## src/rtl/gat_loader_pkg.sv

```systemverilog
// gat_loader_pkg: shared types and constants for the GAT BRAM loader.
//   state_e  : loader FSM state (IDLE, LOAD, FLUSH, DONE)
//   ADDR_LSB : byte-address shift; BRAM addra = word index << ADDR_LSB
package gat_loader_pkg;

  typedef enum logic [1:0] {
    IDLE  = 2'd0,
    LOAD  = 2'd1,
    FLUSH = 2'd2,
    DONE  = 2'd3
  } state_e;

  localparam int unsigned ADDR_LSB = 2;

endpackage

```

## src/rtl/gat_bram_loader_if.sv

```systemverilog
// gat_bram_loader_if: valid/ready word stream feeding the BRAM loader.
//   s_valid : beat valid          (master -> slave)
//   s_data  : stream word         (master -> slave)
//   s_last  : final-beat marker   (master -> slave)
//   s_ready : loader accepts beat (slave -> master)
interface gat_bram_loader_if #(
  parameter int unsigned DATA_WIDTH = 19
) ();

  logic                  s_valid;
  logic                  s_ready;
  logic [DATA_WIDTH-1:0] s_data;
  logic                  s_last;

  modport master (output s_valid, output s_data, output s_last, input  s_ready);
  modport slave  (input  s_valid, input  s_data, input  s_last, output s_ready);

endinterface

```

## src/rtl/gat_bram_wr_stage.sv

```systemverilog
// gat_bram_wr_stage: registered BRAM write port.
//   clk, rst   : clock, asynchronous active-high reset
//   wr_en      : write this cycle (accepted beat)
//   wr_data    : word to write
//   wr_idx     : word index; presented as byte address wr_idx << ADDR_LSB
//   bram_din/ena/wea/addra : registered BRAM port; din/addra hold when idle
module gat_bram_wr_stage
  import gat_loader_pkg::*;
#(
  parameter int unsigned DATA_WIDTH = 19,
  parameter int unsigned ADDR_W     = 18
) (
  input  logic                       clk,
  input  logic                       rst,
  input  logic                       wr_en,
  input  logic [DATA_WIDTH-1:0]      wr_data,
  input  logic [ADDR_W-1:0]          wr_idx,
  output logic [DATA_WIDTH-1:0]      bram_din,
  output logic                       bram_ena,
  output logic                       bram_wea,
  output logic [ADDR_W+ADDR_LSB-1:0] bram_addra
);

  logic [DATA_WIDTH-1:0]      din_q,  din_d;
  logic                       ena_q,  ena_d;
  logic [ADDR_W+ADDR_LSB-1:0] addr_q, addr_d;

  always_comb begin
    din_d  = din_q;
    addr_d = addr_q;
    ena_d  = wr_en;
    if (wr_en) begin
      din_d  = wr_data;
      addr_d = {wr_idx, {ADDR_LSB{1'b0}}};
    end
  end

  always_ff @(posedge clk or posedge rst) begin
    if (rst) begin
      din_q  <= '0;
      ena_q  <= 1'b0;
      addr_q <= '0;
    end else begin
      din_q  <= din_d;
      ena_q  <= ena_d;
      addr_q <= addr_d;
    end
  end

  assign bram_din   = din_q;
  assign bram_ena   = ena_q;
  assign bram_wea   = ena_q;
  assign bram_addra = addr_q;

endmodule

```

## src/rtl/gat_bram_loader.sv

```systemverilog
// gat_bram_loader: fills one GAT input BRAM from a valid/ready word stream.
//   clk, rst    : clock, asynchronous active-high reset
//   start       : one-cycle pulse; latches min(num_words, DEPTH), starts a load
//   num_words   : words to load this run
//   s           : stream slave (s_valid, s_ready, s_data, s_last)
//   bram_*      : byte-addressed BRAM write port (word index in addra[ADDR_W+1:2])
//   load_done   : level, memory fully written (held until next start/rst)
//   busy        : load in progress (LOAD or FLUSH)
//   err         : sticky protocol error
// Optional feature macro GAT_LOADER_CHECK_EN: enables s_last / count checking
// into err; when undefined s_last is ignored and err is tied low.
module gat_bram_loader
  import gat_loader_pkg::*;
#(
  parameter int unsigned DATA_WIDTH = 19,
  parameter int unsigned DEPTH      = 242101,
  parameter int unsigned ADDR_W     = $clog2(DEPTH),
  parameter int unsigned CNT_W      = ADDR_W + 1
) (
  input  logic                  clk,
  input  logic                  rst,
  input  logic                  start,
  input  logic [CNT_W-1:0]      num_words,
  gat_bram_loader_if.slave      s,
  output logic [DATA_WIDTH-1:0] bram_din,
  output logic                  bram_ena,
  output logic                  bram_wea,
  output logic [ADDR_W+1:0]     bram_addra,
  output logic                  load_done,
  output logic                  busy,
  output logic                  err
);

  localparam logic [CNT_W-1:0] DEPTH_C = CNT_W'(DEPTH);

  state_e            state_q, state_d;
  logic [CNT_W-1:0]  cnt_q,   cnt_d;
  logic [ADDR_W-1:0] idx_q,   idx_d;
  logic [CNT_W-1:0]  clamp_cnt;
  logic              accept;
  logic              last_beat;

  assign clamp_cnt = (num_words > DEPTH_C) ? DEPTH_C : num_words;
  assign accept    = s.s_valid && (state_q == LOAD);
  // cnt >= 1 whenever LOAD is entered, so cnt-1 never underflows here.
  assign last_beat = ({1'b0, idx_q} == (cnt_q - 1'b1));

  always_comb begin
    state_d = state_q;
    cnt_d   = cnt_q;
    idx_d   = idx_q;
    unique case (state_q)
      IDLE, DONE: begin
        if (start) begin
          cnt_d   = clamp_cnt;
          idx_d   = '0;
          state_d = (clamp_cnt == '0) ? DONE : LOAD;
        end
      end
      LOAD: begin
        // idx stops at cnt-1 so it never wraps when cnt == DEPTH.
        if (accept) begin
          if (last_beat) state_d = FLUSH;
          else           idx_d   = idx_q + 1'b1;
        end
      end
      FLUSH:   state_d = DONE;
      default: state_d = IDLE;
    endcase
  end

  always_ff @(posedge clk or posedge rst) begin
    if (rst) begin
      state_q <= IDLE;
      cnt_q   <= '0;
      idx_q   <= '0;
    end else begin
      state_q <= state_d;
      cnt_q   <= cnt_d;
      idx_q   <= idx_d;
    end
  end

`ifdef GAT_LOADER_CHECK_EN
  logic err_q, err_d;

  always_comb begin
    err_d = err_q;
    if ((state_q == IDLE || state_q == DONE) && start) begin
      err_d = (num_words > DEPTH_C);
    end else if (accept) begin
      if (s.s_last != last_beat) err_d = 1'b1;
    end
  end

  always_ff @(posedge clk or posedge rst) begin
    if (rst) err_q <= 1'b0;
    else     err_q <= err_d;
  end

  assign err = err_q;
`else
  assign err = 1'b0;
`endif

  assign s.s_ready = (state_q == LOAD);
  assign busy      = (state_q == LOAD) || (state_q == FLUSH);
  assign load_done = (state_q == DONE);

  gat_bram_wr_stage #(
    .DATA_WIDTH (DATA_WIDTH),
    .ADDR_W     (ADDR_W)
  ) u_wr_stage (
    .clk        (clk),
    .rst        (rst),
    .wr_en      (accept),
    .wr_data    (s.s_data),
    .wr_idx     (idx_q),
    .bram_din   (bram_din),
    .bram_ena   (bram_ena),
    .bram_wea   (bram_wea),
    .bram_addra (bram_addra)
  );

endmodule

```

## src/flat_wrapper.sv

```systemverilog
// flat-port wrapper written by rule: the top's interface ports become plain ports
module gat_bram_loader_flat import gat_loader_pkg::*;
#(
  parameter int unsigned DATA_WIDTH = 19,
  parameter int unsigned DEPTH      = 242101,
  parameter int unsigned ADDR_W     = $clog2(DEPTH),
  parameter int unsigned CNT_W      = ADDR_W + 1
)
  (clk, rst, start, num_words, bram_din, bram_ena, bram_wea, bram_addra, load_done, busy, err, s_s_valid, s_s_data, s_s_last, s_s_ready);
  gat_bram_loader_if #(.DATA_WIDTH(DATA_WIDTH)) s_i ();
  input  logic clk;
  input  logic rst;
  input  logic start;
  input  logic [CNT_W-1:0] num_words;
  output logic [DATA_WIDTH-1:0] bram_din;
  output logic bram_ena;
  output logic bram_wea;
  output logic [ADDR_W+1:0] bram_addra;
  output logic load_done;
  output logic busy;
  output logic err;
  input wire logic [$bits(s_i.s_valid)-1:0] s_s_valid;
  input wire logic [$bits(s_i.s_data)-1:0] s_s_data;
  input wire logic [$bits(s_i.s_last)-1:0] s_s_last;
  output wire logic [$bits(s_i.s_ready)-1:0] s_s_ready;
  assign s_i.s_valid = s_s_valid;
  assign s_i.s_data = s_s_data;
  assign s_i.s_last = s_s_last;
  assign s_s_ready = s_i.s_ready;
  gat_bram_loader #(.DATA_WIDTH(DATA_WIDTH), .DEPTH(DEPTH), .ADDR_W(ADDR_W), .CNT_W(CNT_W)) u_core (.clk(clk), .rst(rst), .start(start), .num_words(num_words), .s(s_i), .bram_din(bram_din), .bram_ena(bram_ena), .bram_wea(bram_wea), .bram_addra(bram_addra), .load_done(load_done), .busy(busy), .err(err));
endmodule
```

## config.mk

```make
export PLATFORM = sky130hd
export DESIGN_NAME = gat_bram_loader_flat
export DESIGN_NICKNAME = d
export VERILOG_FILES = /design/src/rtl/gat_loader_pkg.sv /design/src/rtl/gat_bram_loader_if.sv /design/src/rtl/gat_bram_wr_stage.sv /design/src/rtl/gat_bram_loader.sv /design/src/flat_wrapper.sv
export SDC_FILE = /design/constraint.sdc
export NUM_CORES = 1
export LEC_CHECK = 0
export CAP_MARGIN = 25
export CORE_ASPECT_RATIO = 2
export CORE_MARGIN = 2
export CORE_UTILIZATION = 40
export DETAILED_ROUTE_END_ITERATION = 7
export GPL_TIMING_DRIVEN = 0
export PLACE_DENSITY = 0.66
export SETUP_SLACK_MARGIN = 0.15
export SYNTH_ARGS = -nofsm -noshare
export SYNTH_HDL_FRONTEND = slang
export SYNTH_SLANG_ARGS = --single-unit
```

## constraint.sdc

```tcl
create_clock -name clk -period 3.85 [get_ports clk]
set_input_delay 0.385 -clock clk [delete_from_list [all_inputs] [get_ports clk]]
set_output_delay 0.385 -clock clk [all_outputs]
set_load 0.02 [all_outputs]
```

==> run metrics, run 1 <==
RSZ-0062 raised after global routing=no; dominant synthesized flop cell=dfrtp_1; drt via density=5.45; post-synthesis sequential area ratio=48.0%; NumNets Final=520; Worst EP arrival=3.67 ns; Clock power frac=36.6%; Internal Pwr Total=1.68 mW; site row count=51; clock slew at reported path FFs=0.06 ns; Core Util, Final=54.8%; Syn Inst Count=375; power per cell area=434 mW/mm2; Die ar.=0.0109 mm2; Area growth syn-to-layout=33.2%; DRT antenna net count=0; count leader, synth=dfrtp_1; Routed WL per cell=15.8 um; clock sink count=77; Syn Area/Cell=10.7 um2; DRT Pass-1 Iters=6; total congestion overflow=0; Least-Margin Pin Slew=0.875 ns; post-synth top area cell=dfrtp_1; DIE HEIGHT=146 um; cell area after synthesis=0.00401 mm2; CTS root buffer=clkbuf_16; P_sw=0.638 mW; Netlist cell types=57; IO Count=88; Final Hold Viols=0; Final TNS setup=0 ns; Clock Tree Buf Depth=2; critical path endpoint category=flop; initial drt markers=120; fmax=290 MHz; total number of vias=3,316; Initial Util=41.1%; HP Class=input pin to asynchronous set/reset pin; Post-synth ARST share=100%; Die Width=74.8 um; Required @ worst endpoint=4.07 ns; Leakage=2.20 nW; detailed-placement wirelength estimate=7440 um; Final min period=3.45 ns; Setup-failing EPs final=0; CTS Hold Bufs=0; switching part of the total=27.5%; IO buf count=83; vias in the first global route=3,313; most frequent cells after synthesis=dfrtp_1 (77), mux2_2 (36), nand2_1 (28), nor2_1 (21), a21oi_1 (14); largest net degree at the start of global routing=69; Yosys top cell area share=48.0%; Antenna Cells=0; Total GRT Usage=19.1%; clk_skew=0.00516 ns; post-CTS setup buffers=0; CTS tree=yes; Final Max Tran Viols=0; initial antenna violation count=0; Worst slew margin=41.2%; routed wire length=9620 um; first-pass GRT wire length=15,800 um; largest cells by area after synthesis=dfrtp_1 (48%), mux2_2 (10%), xnor2_1 (2.8%), nand2_1 (2.6%), mux2i_1 (2.0%); CTS resizes=0; core area=0.00976 mm2; final worst path period share=89.6%; CTS Buf Count=9; Max Cap Viol=0; Clock Latency Late Sink=0.34 ns; Yosys reg bits=77; CP Class=flop to flop; CP Max Fanout=6; sequential share of power=42.6%; CTS HTree Levels=3; Yosys Warn Count=0; layout cells sized above 1=14.3%; Comb power frac=20.9%; Post-synth EDFFs=0; Max VDD drop=0.288 mV; status=finished, final reports clean; GP Congestion=0.870; Startpoint Class=flop; DRC Markers=0
-- final cells by class --
cell class	count	area (um2)
buffer	20	108
clock buffer	11	253
clock inverter	4	47.5
fill	872	4420
inverter	13	51.3
multi-input combinational	267	1940
sequential	77	1930
tap	132	165
timing repair buffer	84	858
-- sequential cells by signal (all words and copies together) (netlist names) --
name and cells:
u_core.idx_q 18, u_core.cnt_q 19, u_core.u_wr_stage.bram_din 19, u_core.u_wr_stage.bram_addra 18, u_core.state_q 2, u_core.u_wr_stage.bram_ena 1
-- layer usage --
layer | vias to the layer above | share of wire, % | global-route usage [%]
met5 | - | 0 | 0
met4 | 0 | 5.6 | 12.8
met3 | 38 | 3.5 | 3.12
met2 | 100 | 55 | 34.0
met1 | 1617 | 36 | 19.2
li1 | 1561 | - | -
-- layout by cell type (no fill, tap or decap), types with 8 or more instances in the layout --
master,count
a21oi_1,14
clkbuf_1,10
clkbuf_16,9
clkdlybuf4s50_1,83
dfrtp_1,77
inv_1,12
mux2_2,36
mux2i_1,8
nand2_1,28
nand3_1,10
nor2_1,21
nor3_1,11
nor4_1,10
o21ai_0,9
o31ai_1,9
or4_1,8
xnor2_1,13
xor2_1,9
-- cell families (layout without fill, tap and decap cells) --
family          after synthesis  count (layout)  share of synthesized area [%]
simple gates                123             123                           17.2
fa+ha+maj                     5               5                           1.56
compound gates               69              69                           12.0
xor+xnor                     22              22                           4.80
flops                        77              77                           48.0
mux                          45              45                           12.4
buf+inv                      33             132                           3.90
other cells                   1               3                         0.0935
-- path summary, 6_finish.rpt --
kind	start	end	slack (ns)	cells after the start
hold / removal	rst	u_core.u_wr_stage.bram_din[13]$_DFFE_PP0P_	0.29	2
min in group clk	u_core.u_wr_stage.bram_addra[7]$_DFFE_PP0P_	u_core.u_wr_stage.bram_addra[7]$_DFFE_PP0P_	0.48	2
max in group asynchronous	rst	u_core.cnt_q[16]$_DFFE_PP0P_	3.00	3
setup / recovery	u_core.cnt_q[0]$_DFFE_PP0P_	u_core.state_q[1]$_DFFE_PP0P_	0.40	10
setup reg to reg	u_core.cnt_q[0]$_DFFE_PP0P_	u_core.state_q[1]$_DFFE_PP0P_	0.40	10
hold reg to reg	u_core.u_wr_stage.bram_addra[7]$_DFFE_PP0P_	u_core.u_wr_stage.bram_addra[7]$_DFFE_PP0P_	0.48	2
-- worst max-delay path, stage by stage (launching register included) --
cell and delay [ns]:
dfrtp_1 0.42, inv_1 0.10, ha_1 0.21, or3b_1 0.47
or3_4 0.38, nand2b_1 0.15, a311oi_1 0.26, o2111ai_1 0.27
o31ai_2 0.48, and2_2 0.27, mux2_1 0.32
-- stage by stage --
step	hold WS (ns)	power [mW]	std cells	setup WS, ns	instance area (um2)
after global placement	0.473	1.48	592	0.326	5020
final	0.292	2.32	608	0.402	5350
after detailed placement	0.476	1.49	593	0.462	5050
after global routing	0.315	2.44	608	0.218	5350
after floorplan	0.485	1.27	377	0.826	4020
after CTS	0.291	2.35	608	0.426	5350
-- power by group through the flow --
stage	Sequential, mW	Clock, mW	Combinational [mW]
global route	1.00	0.901	0.532
finish	0.988	0.850	0.484
global placement	1.00	0	0.475
CTS	0.990	0.870	0.491
floorplan	1.05	0	0.218
detailed placement	1.00	0	0.490
Power figures use the tool's default switching activity.
==> run 2: changes to the inputs <==
CORE_UTILIZATION = 50   (was 40)
PLACE_DENSITY = 0.79   (was 0.66)
==> run metrics, run 2 (synthesized netlist as in run 1, its figures left out) <==
power per cell area=432 mW/mm2; Required @ worst endpoint=4.06 ns; Clock Latency Late Sink=0.34 ns; Max VDD drop=0.362 mV; Hold WS=0.279 ns; total number of vias=3,279; site row count=46; DRT Pass-1 Iters=4; total congestion overflow=0; CTS Buf Count=9; P_sw=0.637 mW; crit-path max cell delay=0.47 ns; Max Cap Viol=0; vias in the first global route=3,346; CTS root buffer=clkbuf_16; Internal Pwr Total=1.65 mW; CP Class=flop to flop; Clock power frac=35.6%; total design power=2.29 mW; Die ar.=0.00880 mm2; most common cell after layout, fill and taps aside=clkdlybuf4s50_1; clock slew at reported path FFs=0.06 ns; detailed-placement wirelength estimate=7250 um; final worst path period share=89.2%; initial antenna violation count=0; sequential share of power=43.2%; Final Cell Area=0.00529 mm2; first-pass GRT wire length=15,300 um; Final Hold Viols=0; post-CTS setup buffers=0; status=finished, final reports clean; NumNets Final=520; CP delay by family, top=simple AND/OR/NAND/NOR gates; CTS Hold Bufs=0; critical-path cell list=inv_1 > ha_1 > or3b_1 > or3_4 > nand2b_1 > a311oi_1 > o2111ai_1 > o31ai_2 > and2_2 > mux2_1; Leakage=2.19 nW; core area=0.00789 mm2; DIE HEIGHT=131 um; Initial Util=50.9%; Total GRT Usage=23.5%; Least-Margin Pin Slew=0.832 ns; IO buf count=83; Worst EP arrival=3.65 ns; GP Congestion=0.963; worst slack, placed=0.438 ns; initial drt markers=98; HP Class=input pin to asynchronous set/reset pin; DRT antenna net count=0; CTS tree=yes; Clock Tree Buf Depth=2; switching part of the total=27.8%; CTS HTree Levels=3; Comb power frac=21.2%; Routed WL per cell=16.3 um; Startpoint Class=flop; CP Max Fanout=6; Die Width=67.3 um; fill count=637; RSZ-0062 raised after global routing=no; IO Count=88; clock sink count=77; clk_skew=0.00908 ns; Final TNS setup=0 ns; multi-input logic area=0.00194 mm2; Sequential Area=0.00193 mm2; Area growth syn-to-layout=31.9%; largest net degree at the start of global routing=76; commonest cells after routing, fill and taps aside=clkdlybuf4s50_1 (83), dfrtp_1 (77), mux2_2 (36); Worst slew margin=44.1%; Final Max Tran Viols=0; CTS resizes=0; Final min period=3.43 ns; crit path max-delay cell type=or3b_1; Placed Area=0.00500 mm2; fmax=291 MHz; DRC Markers=0; Setup-failing EPs final=0; crit path buf inv count=1; Antenna Cells=0; fin worst setup slack=0.415 ns; layout cells sized above 1=14.3%; drt via density=5.73; critical path endpoint category=flop; routed wire length=9310 um
-- run 2: changes by cell type in the layout (fill, tap and decap cells not counted) --
cell / change
clkinv_4: +2
clkbuf_8: -2
-- run 2: layout make-up --
type | count | share of cell area [%]
Tap cell | 96 | 2.27
Clock buffer | 9 | 4.26
Multi-Input combinational cell | 267 | 36.6
Clock inverter | 6 | 1.23
Inverter | 13 | 0.969
Timing Repair Buffer | 84 | 16.2
Sequential cell | 77 | 36.4
Buffer | 20 | 2.03
-- run 2: power groups by stage --
stage,logic (mW),registers [mW],clock network (mW)
after global placement,0.471,0.997,0
after floorplan,0.218,1.05,0
after CTS,0.492,0.989,0.825
after global routing,0.531,1.01,0.866
final,0.485,0.988,0.815
after detailed placement,0.490,1.00,0
-- run 2: per-layer routing --
layer	global-route usage, %	wire length, um	vias to the layer above
met4	15.7	573	0
met1	22.6	3290	1559
met2	42.5	5100	113
met3	5.82	355	44
li1	-	-	1563
met5	0	0	-
-- run 2: worst paths after layout --
kind / depth (start not counted) / endpoint / startpoint / slack, ns
max in group asynchronous: 3 / u_core.cnt_q[18]$_DFFE_PP0P_ / rst / 3.02
min in group clk: 2 / u_core.u_wr_stage.bram_addra[7]$_DFFE_PP0P_ / u_core.u_wr_stage.bram_addra[7]$_DFFE_PP0P_ / 0.50
max reg2reg: 10 / u_core.state_q[1]$_DFFE_PP0P_ / u_core.cnt_q[0]$_DFFE_PP0P_ / 0.42
max: 10 / u_core.state_q[1]$_DFFE_PP0P_ / u_core.cnt_q[0]$_DFFE_PP0P_ / 0.42
min: 2 / u_core.u_wr_stage.bram_din[15]$_DFFE_PP0P_ / rst / 0.28
min reg2reg: 2 / u_core.u_wr_stage.bram_addra[7]$_DFFE_PP0P_ / u_core.u_wr_stage.bram_addra[7]$_DFFE_PP0P_ / 0.50
-- run 2: stage by stage --
stage                     instances  util (%)
final                           572      67.1
after global routing            572      67.1
after CTS                       572      67.1
after detailed placement        557      63.4
after global placement          556      63.0
after floorplan                 377         -
-- run 2: worst reg2reg max path: cells and delay by family (launching register included) --
kind,cells,cell delay [ns]
flops,1,0.42
buf+inv,1,0.09
simple gates,4,1.25
mux,1,0.33
compound gates,3,1.02
fa+ha+maj,1,0.20
==> run 3: changes to the inputs <==
GPL_TIMING_DRIVEN = default   (was 0)
==> run metrics, run 3 (synthesized netlist as in run 1, its figures left out) <==
status=finished, final reports clean; post-CTS setup buffers=0; routed wire length=9380 um; core area=0.00789 mm2; commonest cells after routing, fill and taps aside=clkdlybuf4s50_1 (83), dfrtp_1 (77), mux2_2 (36); Setup-failing EPs final=0; clock sink count=77; Leakage=2.17 nW; CTS HTree Levels=3; Core Util, Final=66.4%; critical path endpoint category=flop; Hold WS=0.475 ns; CTS tree=yes; CP Class=flop to flop; Internal Pwr Total=1.75 mW; P_sw=0.641 mW; largest net degree at the start of global routing=46; Final Hold Viols=0; Least-Margin Pin Slew=0.895 ns; DRC Markers=0; Max Cap Viol=0; Final Max Tran Viols=0; CTS Hold Bufs=0; Area growth syn-to-layout=30.6%; initial antenna violation count=0; CTS root buffer=clkbuf_16; Sequential Area=0.00193 mm2; Routed WL per cell=16.9 um; HP Class=input pin to asynchronous set/reset pin; sequential share of power=42.0%; power per cell area=456 mW/mm2; initial drt markers=147; worst slack, placed=0.448 ns; IO buf count=83; NumNets Final=504; GP Congestion=0.911; Startpoint Class=flop; CTS Buf Count=9; clk_skew=0.00729 ns; layout cells sized above 1=13.7%; fmax=292 MHz; first-pass GRT wire length=15,500 um; Worst slew margin=39.9%; DRT antenna net count=0; site row count=46; DRT Pass-1 Iters=4; CP Max Fanout=7; multi-input logic area=0.00194 mm2; vias in the first global route=3,248; Clock power frac=38.3%; DIE HEIGHT=131 um; Initial Util=50.9%; fill count=616; switching part of the total=26.8%; worst reg-to-reg path cell count=8; Die Width=67.3 um; Clock Latency Late Sink=0.34 ns; most common cell after layout, fill and taps aside=clkdlybuf4s50_1; drt via density=5.78; CTS resizes=0; Antenna Cells=0; Die ar.=0.00880 mm2; fin worst setup slack=0.423 ns; Final min period=3.43 ns; Final TNS setup=0 ns; IO Count=88; Comb power frac=19.7%; detailed-placement wirelength estimate=7220 um; RSZ-0062 raised after global routing=no; Worst EP arrival=3.65 ns; total number of vias=3,212; Required @ worst endpoint=4.07 ns; Total GRT Usage=23.9%; final worst path period share=89.0%; Max VDD drop=0.295 mV; total congestion overflow=0; clock slew at reported path FFs=0.06 ns; Clock Tree Buf Depth=2
run 3: critical path, stage by stage (launching register included):
cell       delay (ns)
dfrtp_1          0.45
or4_1            0.71
or3_4            0.43
nand2b_1         0.15
a311oi_1         0.27
o2111ai_1        0.30
o31ai_2          0.43
and2_2           0.25
mux2_1           0.31
run 3: layout make-up:
class / count / share of cell area, %
timing repair buffer: 88 / 16.8
multi-input combinational: 267 / 37.0
sequential: 77 / 36.8
tap: 96 / 2.29
inverter: 13 / 0.931
clock inverter: 3 / 1.31
clock buffer: 12 / 4.90
run 3: power by group through the flow:
stage | combinational [mW] | clock [mW] | sequential [mW]
final | 0.471 | 0.916 | 1.00
after global routing | 0.515 | 0.963 | 1.02
after CTS | 0.477 | 0.928 | 1.00
after detailed placement | 0.472 | 0 | 1.01
after global placement | 0.458 | 0 | 1.01
after floorplan | 0.218 | 0 | 1.05
run 3: worst paths after layout:
path	start	end	slack [ns]
min reg2reg	u_core.u_wr_stage.bram_addra[7]$_DFFE_PP0P_	u_core.u_wr_stage.bram_addra[7]$_DFFE_PP0P_	0.50
max reg2reg	u_core.cnt_q[4]$_DFFE_PP0P_	u_core.state_q[1]$_DFFE_PP0P_	0.42
min in group clk	u_core.u_wr_stage.bram_addra[7]$_DFFE_PP0P_	u_core.u_wr_stage.bram_addra[7]$_DFFE_PP0P_	0.50
max in group asynchronous	rst	u_core.state_q[1]$_DFFE_PP0P_	2.68
min	rst	u_core.u_wr_stage.bram_din[13]$_DFFE_PP0P_	0.48
max	u_core.cnt_q[4]$_DFFE_PP0P_	u_core.state_q[1]$_DFFE_PP0P_	0.42
run 3: metal layers:
metal | global-route usage, % | vias to the layer above | part of all wire (%)
met5 | 0 | - | 0
met4 | 12.1 | 0 | 3.3
met3 | 4.79 | 23 | 3.4
met2 | 44.8 | 86 | 58
met1 | 24.1 | 1582 | 35
li1 | - | 1521 | -
run 3: stage by stage:
step,total power [mW],std cells,cell area (um2)
after global placement,1.47,541,4910
after detailed placement,1.49,541,4910
after global routing,2.49,556,5240
after CTS,2.41,556,5240
final,2.39,556,5240
after floorplan,1.27,377,4020
